File: src/rtl/dm_arb_pkg.sv
// rtl/dm_arb_pkg.sv - shared types and defaults for the data-memory access arbiter
package dm_arb_pkg;

    localparam int ADDR_W_DEF     = 10;
    localparam int DATA_W_DEF     = 32;
    localparam int DEPTH_DEF      = 32;
    localparam int STARVE_MAX_DEF = 4;

    typedef enum logic [1:0] {
        IDLE    = 2'd0,
        SETUP   = 2'd1,
        WSTROBE = 2'd2,
        RCAP    = 2'd3
    } state_e;

    typedef enum logic {
        OWN_C = 1'b0,
        OWN_D = 1'b1
    } owner_e;

    function automatic logic addr_in_range(input logic [31:0] addr, input int unsigned depth);
        return addr < depth;
    endfunction

endpackage

File: src/rtl/dm_access_arbiter_if.sv
// rtl/dm_access_arbiter_if.sv - requester ports C/D plus the memory side of the arbiter
interface dm_access_arbiter_if #(
    parameter int ADDR_W = 10,
    parameter int DATA_W = 32
);
    logic              c_req;
    logic              c_we;
    logic [ADDR_W-1:0] c_addr;
    logic [DATA_W-1:0] c_wdata;
    logic              c_gnt;
    logic              c_done;
    logic [DATA_W-1:0] c_rdata;
    logic              c_err;

    logic              d_req;
    logic              d_we;
    logic [ADDR_W-1:0] d_addr;
    logic [DATA_W-1:0] d_wdata;
    logic              d_gnt;
    logic              d_done;
    logic [DATA_W-1:0] d_rdata;
    logic              d_err;

    logic              dm_wr;
    logic [ADDR_W-1:0] dm_addr;
    logic [DATA_W-1:0] dm_din;
    logic [DATA_W-1:0] dm_dout;

    modport master (
        output c_req, c_we, c_addr, c_wdata,
        input  c_gnt, c_done, c_rdata, c_err,
        output d_req, d_we, d_addr, d_wdata,
        input  d_gnt, d_done, d_rdata, d_err,
        input  dm_wr, dm_addr, dm_din,
        output dm_dout
    );

    modport slave (
        input  c_req, c_we, c_addr, c_wdata,
        output c_gnt, c_done, c_rdata, c_err,
        input  d_req, d_we, d_addr, d_wdata,
        output d_gnt, d_done, d_rdata, d_err,
        output dm_wr, dm_addr, dm_din,
        input  dm_dout
    );

endinterface

File: src/rtl/dm_arb_pick.sv
// rtl/dm_arb_pick.sv - fixed C-over-D priority, overridden once D has starved
module dm_arb_pick (
    input  logic c_req_i,
    input  logic d_req_i,
    input  logic starved_i,
    output logic grant_c_o,
    output logic grant_d_o
);

    assign grant_d_o = d_req_i & (~c_req_i | starved_i);
    assign grant_c_o = c_req_i & ~grant_d_o;

endmodule

File: src/rtl/dm_access_arbiter.sv
// rtl/dm_access_arbiter.sv - two-port arbiter sequencing setup/strobe writes and captured reads
module dm_access_arbiter
    import dm_arb_pkg::*;
#(
    parameter int ADDR_W     = ADDR_W_DEF,
    parameter int DATA_W     = DATA_W_DEF,
    parameter int DEPTH      = DEPTH_DEF,
    parameter int STARVE_MAX = STARVE_MAX_DEF
) (
    input  logic              clk,
    input  logic              rst,
    dm_access_arbiter_if.slave bus
);

    localparam int CNT_W = $clog2(STARVE_MAX + 1);

    state_e            state_q;
    owner_e            owner_q;
    logic              we_q;
    logic [ADDR_W-1:0] addr_q;
    logic [DATA_W-1:0] wdata_q;
    logic [CNT_W-1:0]  starve_cnt_q;
    logic [CNT_W-1:0]  starve_cnt_d;

    logic              c_gnt_q, c_done_q, c_err_q;
    logic              d_gnt_q, d_done_q, d_err_q;
    logic [DATA_W-1:0] c_rdata_q, d_rdata_q;
    logic              dm_wr_q;

    logic              grant_c, grant_d;
    logic              starved;
    logic              in_range;
    logic [DATA_W-1:0] rdata_cap;

    assign starved   = (starve_cnt_q == CNT_W'(STARVE_MAX));
    assign in_range  = addr_in_range(32'(addr_q), DEPTH);
    assign rdata_cap = (!we_q && in_range) ? bus.dm_dout : '0;

    dm_arb_pick u_pick (
        .c_req_i   (bus.c_req),
        .d_req_i   (bus.d_req),
        .starved_i (starved),
        .grant_c_o (grant_c),
        .grant_d_o (grant_d)
    );

    // Only meaningful in IDLE; a D loss counts up, any D win or D absence clears.
    always_comb begin
        starve_cnt_d = starve_cnt_q;
        if (!bus.d_req || grant_d) begin
            starve_cnt_d = '0;
        end else if (grant_c && !starved) begin
            starve_cnt_d = starve_cnt_q + CNT_W'(1);
        end
    end

    always_ff @(posedge clk) begin
        if (rst) begin
            state_q      <= IDLE;
            owner_q      <= OWN_C;
            we_q         <= 1'b0;
            addr_q       <= '0;
            wdata_q      <= '0;
            starve_cnt_q <= '0;
            c_gnt_q      <= 1'b0;
            d_gnt_q      <= 1'b0;
            c_done_q     <= 1'b0;
            d_done_q     <= 1'b0;
            c_err_q      <= 1'b0;
            d_err_q      <= 1'b0;
            c_rdata_q    <= '0;
            d_rdata_q    <= '0;
            dm_wr_q      <= 1'b0;
        end else begin
            c_gnt_q   <= 1'b0;
            d_gnt_q   <= 1'b0;
            c_done_q  <= 1'b0;
            d_done_q  <= 1'b0;
            c_err_q   <= 1'b0;
            d_err_q   <= 1'b0;
            c_rdata_q <= '0;
            d_rdata_q <= '0;
            dm_wr_q   <= 1'b0;
            case (state_q)
                IDLE: begin
                    starve_cnt_q <= starve_cnt_d;
                    if (grant_c || grant_d) begin
                        owner_q <= grant_d ? OWN_D : OWN_C;
                        we_q    <= grant_d ? bus.d_we    : bus.c_we;
                        addr_q  <= grant_d ? bus.d_addr  : bus.c_addr;
                        wdata_q <= grant_d ? bus.d_wdata : bus.c_wdata;
                        c_gnt_q <= grant_c;
                        d_gnt_q <= grant_d;
                        state_q <= SETUP;
                    end
                end
                SETUP: begin
                    if (we_q && in_range) begin
                        dm_wr_q <= 1'b1;
                        state_q <= WSTROBE;
                    end else begin
                        state_q <= RCAP;
                    end
                end
                WSTROBE: begin
                    c_done_q <= (owner_q == OWN_C);
                    d_done_q <= (owner_q == OWN_D);
                    state_q  <= IDLE;
                end
                RCAP: begin
                    // Out-of-range writes also land here, so no strobe is ever issued for them.
                    if (owner_q == OWN_D) begin
                        d_done_q  <= 1'b1;
                        d_err_q   <= !in_range;
                        d_rdata_q <= rdata_cap;
                    end else begin
                        c_done_q  <= 1'b1;
                        c_err_q   <= !in_range;
                        c_rdata_q <= rdata_cap;
                    end
                    state_q <= IDLE;
                end
                default: state_q <= IDLE;
            endcase
        end
    end

    assign bus.c_gnt   = c_gnt_q;
    assign bus.c_done  = c_done_q;
    assign bus.c_err   = c_err_q;
    assign bus.c_rdata = c_rdata_q;
    assign bus.d_gnt   = d_gnt_q;
    assign bus.d_done  = d_done_q;
    assign bus.d_err   = d_err_q;
    assign bus.d_rdata = d_rdata_q;
    assign bus.dm_wr   = dm_wr_q;
    assign bus.dm_addr = addr_q;
    assign bus.dm_din  = wdata_q;

endmodule

File: src/flat_wrapper.sv
// flat-port wrapper written by rule: the top's interface ports become plain ports
module dm_access_arbiter_flat import dm_arb_pkg::*;
#(
    parameter int ADDR_W     = ADDR_W_DEF,
    parameter int DATA_W     = DATA_W_DEF,
    parameter int DEPTH      = DEPTH_DEF,
    parameter int STARVE_MAX = STARVE_MAX_DEF
)
  (clk, rst, bus_c_req, bus_c_we, bus_c_addr, bus_c_wdata, bus_c_gnt, bus_c_done, bus_c_rdata, bus_c_err, bus_d_req, bus_d_we, bus_d_addr, bus_d_wdata, bus_d_gnt, bus_d_done, bus_d_rdata, bus_d_err, bus_dm_wr, bus_dm_addr, bus_dm_din, bus_dm_dout);
  dm_access_arbiter_if #(.ADDR_W(ADDR_W), .DATA_W(DATA_W)) bus_i ();
  input  logic clk;
  input  logic rst;
  input wire logic [$bits(bus_i.c_req)-1:0] bus_c_req;
  input wire logic [$bits(bus_i.c_we)-1:0] bus_c_we;
  input wire logic [$bits(bus_i.c_addr)-1:0] bus_c_addr;
  input wire logic [$bits(bus_i.c_wdata)-1:0] bus_c_wdata;
  output wire logic [$bits(bus_i.c_gnt)-1:0] bus_c_gnt;
  output wire logic [$bits(bus_i.c_done)-1:0] bus_c_done;
  output wire logic [$bits(bus_i.c_rdata)-1:0] bus_c_rdata;
  output wire logic [$bits(bus_i.c_err)-1:0] bus_c_err;
  input wire logic [$bits(bus_i.d_req)-1:0] bus_d_req;
  input wire logic [$bits(bus_i.d_we)-1:0] bus_d_we;
  input wire logic [$bits(bus_i.d_addr)-1:0] bus_d_addr;
  input wire logic [$bits(bus_i.d_wdata)-1:0] bus_d_wdata;
  output wire logic [$bits(bus_i.d_gnt)-1:0] bus_d_gnt;
  output wire logic [$bits(bus_i.d_done)-1:0] bus_d_done;
  output wire logic [$bits(bus_i.d_rdata)-1:0] bus_d_rdata;
  output wire logic [$bits(bus_i.d_err)-1:0] bus_d_err;
  output wire logic [$bits(bus_i.dm_wr)-1:0] bus_dm_wr;
  output wire logic [$bits(bus_i.dm_addr)-1:0] bus_dm_addr;
  output wire logic [$bits(bus_i.dm_din)-1:0] bus_dm_din;
  input wire logic [$bits(bus_i.dm_dout)-1:0] bus_dm_dout;
  assign bus_i.c_req = bus_c_req;
  assign bus_i.c_we = bus_c_we;
  assign bus_i.c_addr = bus_c_addr;
  assign bus_i.c_wdata = bus_c_wdata;
  assign bus_c_gnt = bus_i.c_gnt;
  assign bus_c_done = bus_i.c_done;
  assign bus_c_rdata = bus_i.c_rdata;
  assign bus_c_err = bus_i.c_err;
  assign bus_i.d_req = bus_d_req;
  assign bus_i.d_we = bus_d_we;
  assign bus_i.d_addr = bus_d_addr;
  assign bus_i.d_wdata = bus_d_wdata;
  assign bus_d_gnt = bus_i.d_gnt;
  assign bus_d_done = bus_i.d_done;
  assign bus_d_rdata = bus_i.d_rdata;
  assign bus_d_err = bus_i.d_err;
  assign bus_dm_wr = bus_i.dm_wr;
  assign bus_dm_addr = bus_i.dm_addr;
  assign bus_dm_din = bus_i.dm_din;
  assign bus_i.dm_dout = bus_dm_dout;
  dm_access_arbiter #(.ADDR_W(ADDR_W), .DATA_W(DATA_W), .DEPTH(DEPTH), .STARVE_MAX(STARVE_MAX)) u_core (.clk(clk), .rst(rst), .bus(bus_i));
endmodule
File: config.mk
export PLATFORM = sky130hd
export DESIGN_NAME = dm_access_arbiter_flat
export DESIGN_NICKNAME = d
export VERILOG_FILES = /design/src/rtl/dm_arb_pkg.sv /design/src/rtl/dm_access_arbiter_if.sv /design/src/rtl/dm_arb_pick.sv /design/src/rtl/dm_access_arbiter.sv /design/src/flat_wrapper.sv
export SDC_FILE = /design/constraint.sdc
export NUM_CORES = 1
export LEC_CHECK = 0
export CORE_MARGIN = 8
export CORE_UTILIZATION = 41
export DETAILED_ROUTE_END_ITERATION = 8
export PLACE_DENSITY = 0.83
export SLEW_MARGIN = 40
export SYNTH_ARGS = -nofsm -noshare
export SYNTH_HDL_FRONTEND = slang
export SYNTH_SLANG_ARGS = --single-unit
File: constraint.sdc
create_clock -name clk -period 2.2 [get_ports clk]
set_input_delay 0.44 -clock clk [delete_from_list [all_inputs] [get_ports clk]]
set_output_delay 0.44 -clock clk [all_outputs]
set_load 0.01 [all_outputs]
==> metrics.cfg <==
[power_and_ir_drop]
total_power_uw=6692
power_frac_clock=0.440
p_leak_uw=0.002982
p_sw_frac=0.2578
max-vdd-ir-drop_mv=0.5402
power.density_nw_per_um2=849.7
pwr-share-seq=0.366
internal-power_uw=4967
p_switching_uw=1725
power_frac_comb=0.193

[floorplan]
die_area_um2=15440
fp.dieH_um=124.3
chipWidth_um=124.3
ios=235
start_util=0.4208
core_region_area_um2=11420
rows=39

[cts]
post_cts_resized=0
cts.sink_count=120
cts_made_buffers=17
htreeDepth=4
cts_root_buffer=clkbuf_16
clkSlewWorstSetupHoldPaths_ns=0.06
cts_buffer_depth=2
clk_latency_ns=0.40
cts_tree=done
post-cts-setup-buffers=0
ctsHoldBuffers=0

[setup_path]
critPathRequiredTime_ns=1.76
startpoint_type=flip-flop
slowest_delay_ns=0.64
worst-setup-path-type=reg -> out
critical_path.top_delay_family=buffers and inverters
crit_fanout=2
end_kind=output port
critPathBufInv=1
reg2reg_depth=4
rrSetupSlack_ns=0.53
path_cells=clkdlybuf4s50_1
cp.depth=1
critPathArrivalTime_ns=1.37
critPathSlowestCell=clkdlybuf4s50_1

[yosys]
synth_common_cells=120 x dfxtp_1, 64 x and2_1
syn_nets=566
ys_ff_latch=120
synthTopCellsByArea=dfxtp_1 50%, a221o_1 9.0%, and2_1 8.3%
synth_edf_count=0
async_flop_share=0
synth_top_area_cell=dfxtp_1
synth.most_common_cell=dfxtp_1
ys_seq_area_frac=0.5000
ys.flop_type=dfxtp_1
avgSynthCellArea_um2=10.87
synth_top_area_frac=0.5000
synthCells=442
yosysWarnings=0
synth_cell_types=32
netlist_area_um2=4805

[placement]
dpl.hpwl_um=11660
dp_slack_ns=0.1634
portBuffers=234
place_congestion=0.7933
dp_cells=786

[sta]
whs_ns=0.4870
worst-slew-pin-transition_ns=0.3937
fin_crit_sh=0.8220
finalSetupViolCount=0
rsz0062_at_grt=no
fmax_mhz=553.0
clock_skew_ns=0.01297
setup_ws_ns=0.3915
tns_ns=0
slew_viol_final=0
hold_violations=0
finalCriticalPeriod_ns=1.808
maxSlewHeadroom=0.7375

[min_path]
hold_path_class=reg -> reg
hold_depth=1

[detailed_routing]
drt_iter0_drc=326
avgRoutedWirePerCell_um=19.71
viasPerCell=5.374
post-route-drc-count=0
wirelength_um=16120
first_pass_iters=4
ant_nets=0
num_vias=4396

[global_routing]
grt_usage=0.1994
grt_pass1_vias=4636
grt_max_degree=77
gr-total-overflow=0
grt_pass1_wl_um=25210
grt_antenna_before_repair=0

[outcome]
outcome=finished, final reports clean

[final_layout]
stdcell_count=818
layout-drive-gt1-share=0.08000
diodes=0
area_growth_pct=63.91
finalNetCount=786

[run]
max_cap_violations=0

[logic make-up (layout without fill, tap and decap cells)]
family / count (synthesis) / count (layout) / synth area share
simple gates: 217 / 217 / 0.3320
flops: 120 / 120 / 0.5000
buf+inv: 51 / 284 / 0.05755
compound gates: 49 / 49 / 0.09948
fa+ha+maj: 2 / 2 / 0.005208
xor+xnor: 2 / 2 / 0.003646
mux: 1 / 1 / 0.002083
[final timing paths]
path / endpoint / startpoint
worst max-delay path: bus_dm_addr[3] / u_core.bus.dm_addr[3]
worst min-delay path: u_core.bus.dm_din[15] / u_core.bus.dm_din[15]
worst max register to register: u_core.bus.c_rdata[18] / u_core.state_q[0]
worst min register to register: u_core.bus.dm_din[15] / u_core.bus.dm_din[15]
[layer usage]
layer | GRT usage | wire (µm) | vias up
met5 | 0 | 0 | -
met4 | 0.06520 | 227 | 0
met3 | 0.09745 | 1727 | 15
met2 | 0.3218 | 7423 | 246
met1 | 0.2254 | 6740 | 2064
li1 | - | - | 2071
[per-stage QoR]
step | utilization | cell area, µm²
2_1_floorplan | - | 4805
3_3_place_gp | 0.6341 | 7241
3_5_place_dp | 0.6341 | 7241
4_1_cts | 0.6897 | 7875
5_1_grt | 0.6897 | 7875
6_report | 0.6897 | 7875
[power groups by stage]
stage / clock network [µW] / registers [µW] / logic, µW
after floorplan: 0 / 2540 / 554
after global placement: 0 / 2490 / 1270
after detailed placement: 0 / 2490 / 1290
after CTS: 2980 / 2450 / 1300
after global routing: 3090 / 2470 / 1370
final: 2950 / 2450 / 1290
[registers in the layout, summed over array words and instances (netlist names), 2 cells and up]
name	cells
u_core.starve_cnt_q	3
u_core.bus.c_rdata	32
u_core.bus.dm_addr	10
u_core.bus.dm_din	32
u_core.state_q	2
u_core.bus.d_rdata	32
[final cells by class]
| class | instances | area, µm² |
|---|---|---|
| clock buffer | 18 | 439.2 |
| clock inverter | 14 | 195.2 |
| fill | 829 | 3543 |
| inverter | 3 | 11.26 |
| multi-input combinational | 271 | 2136 |
| sequential | 120 | 2402 |
| tap | 143 | 178.9 |
| timing repair buffer | 249 | 2512 |
[placed cells by master, fill, tap and decap left out, types with 5 or more instances in the layout]
cell type	Yosys	routed
clkdlybuf4s50_1	0	233
buf_4	0	10
and4_1	43	43
nor2b_1	43	43
clkbuf_16	0	17
nor4b_1	43	43
dfxtp_1	120	120
buf_12	0	5
a221o_1	43	43
and2_1	64	64
Power figures use the tool's default switching activity.
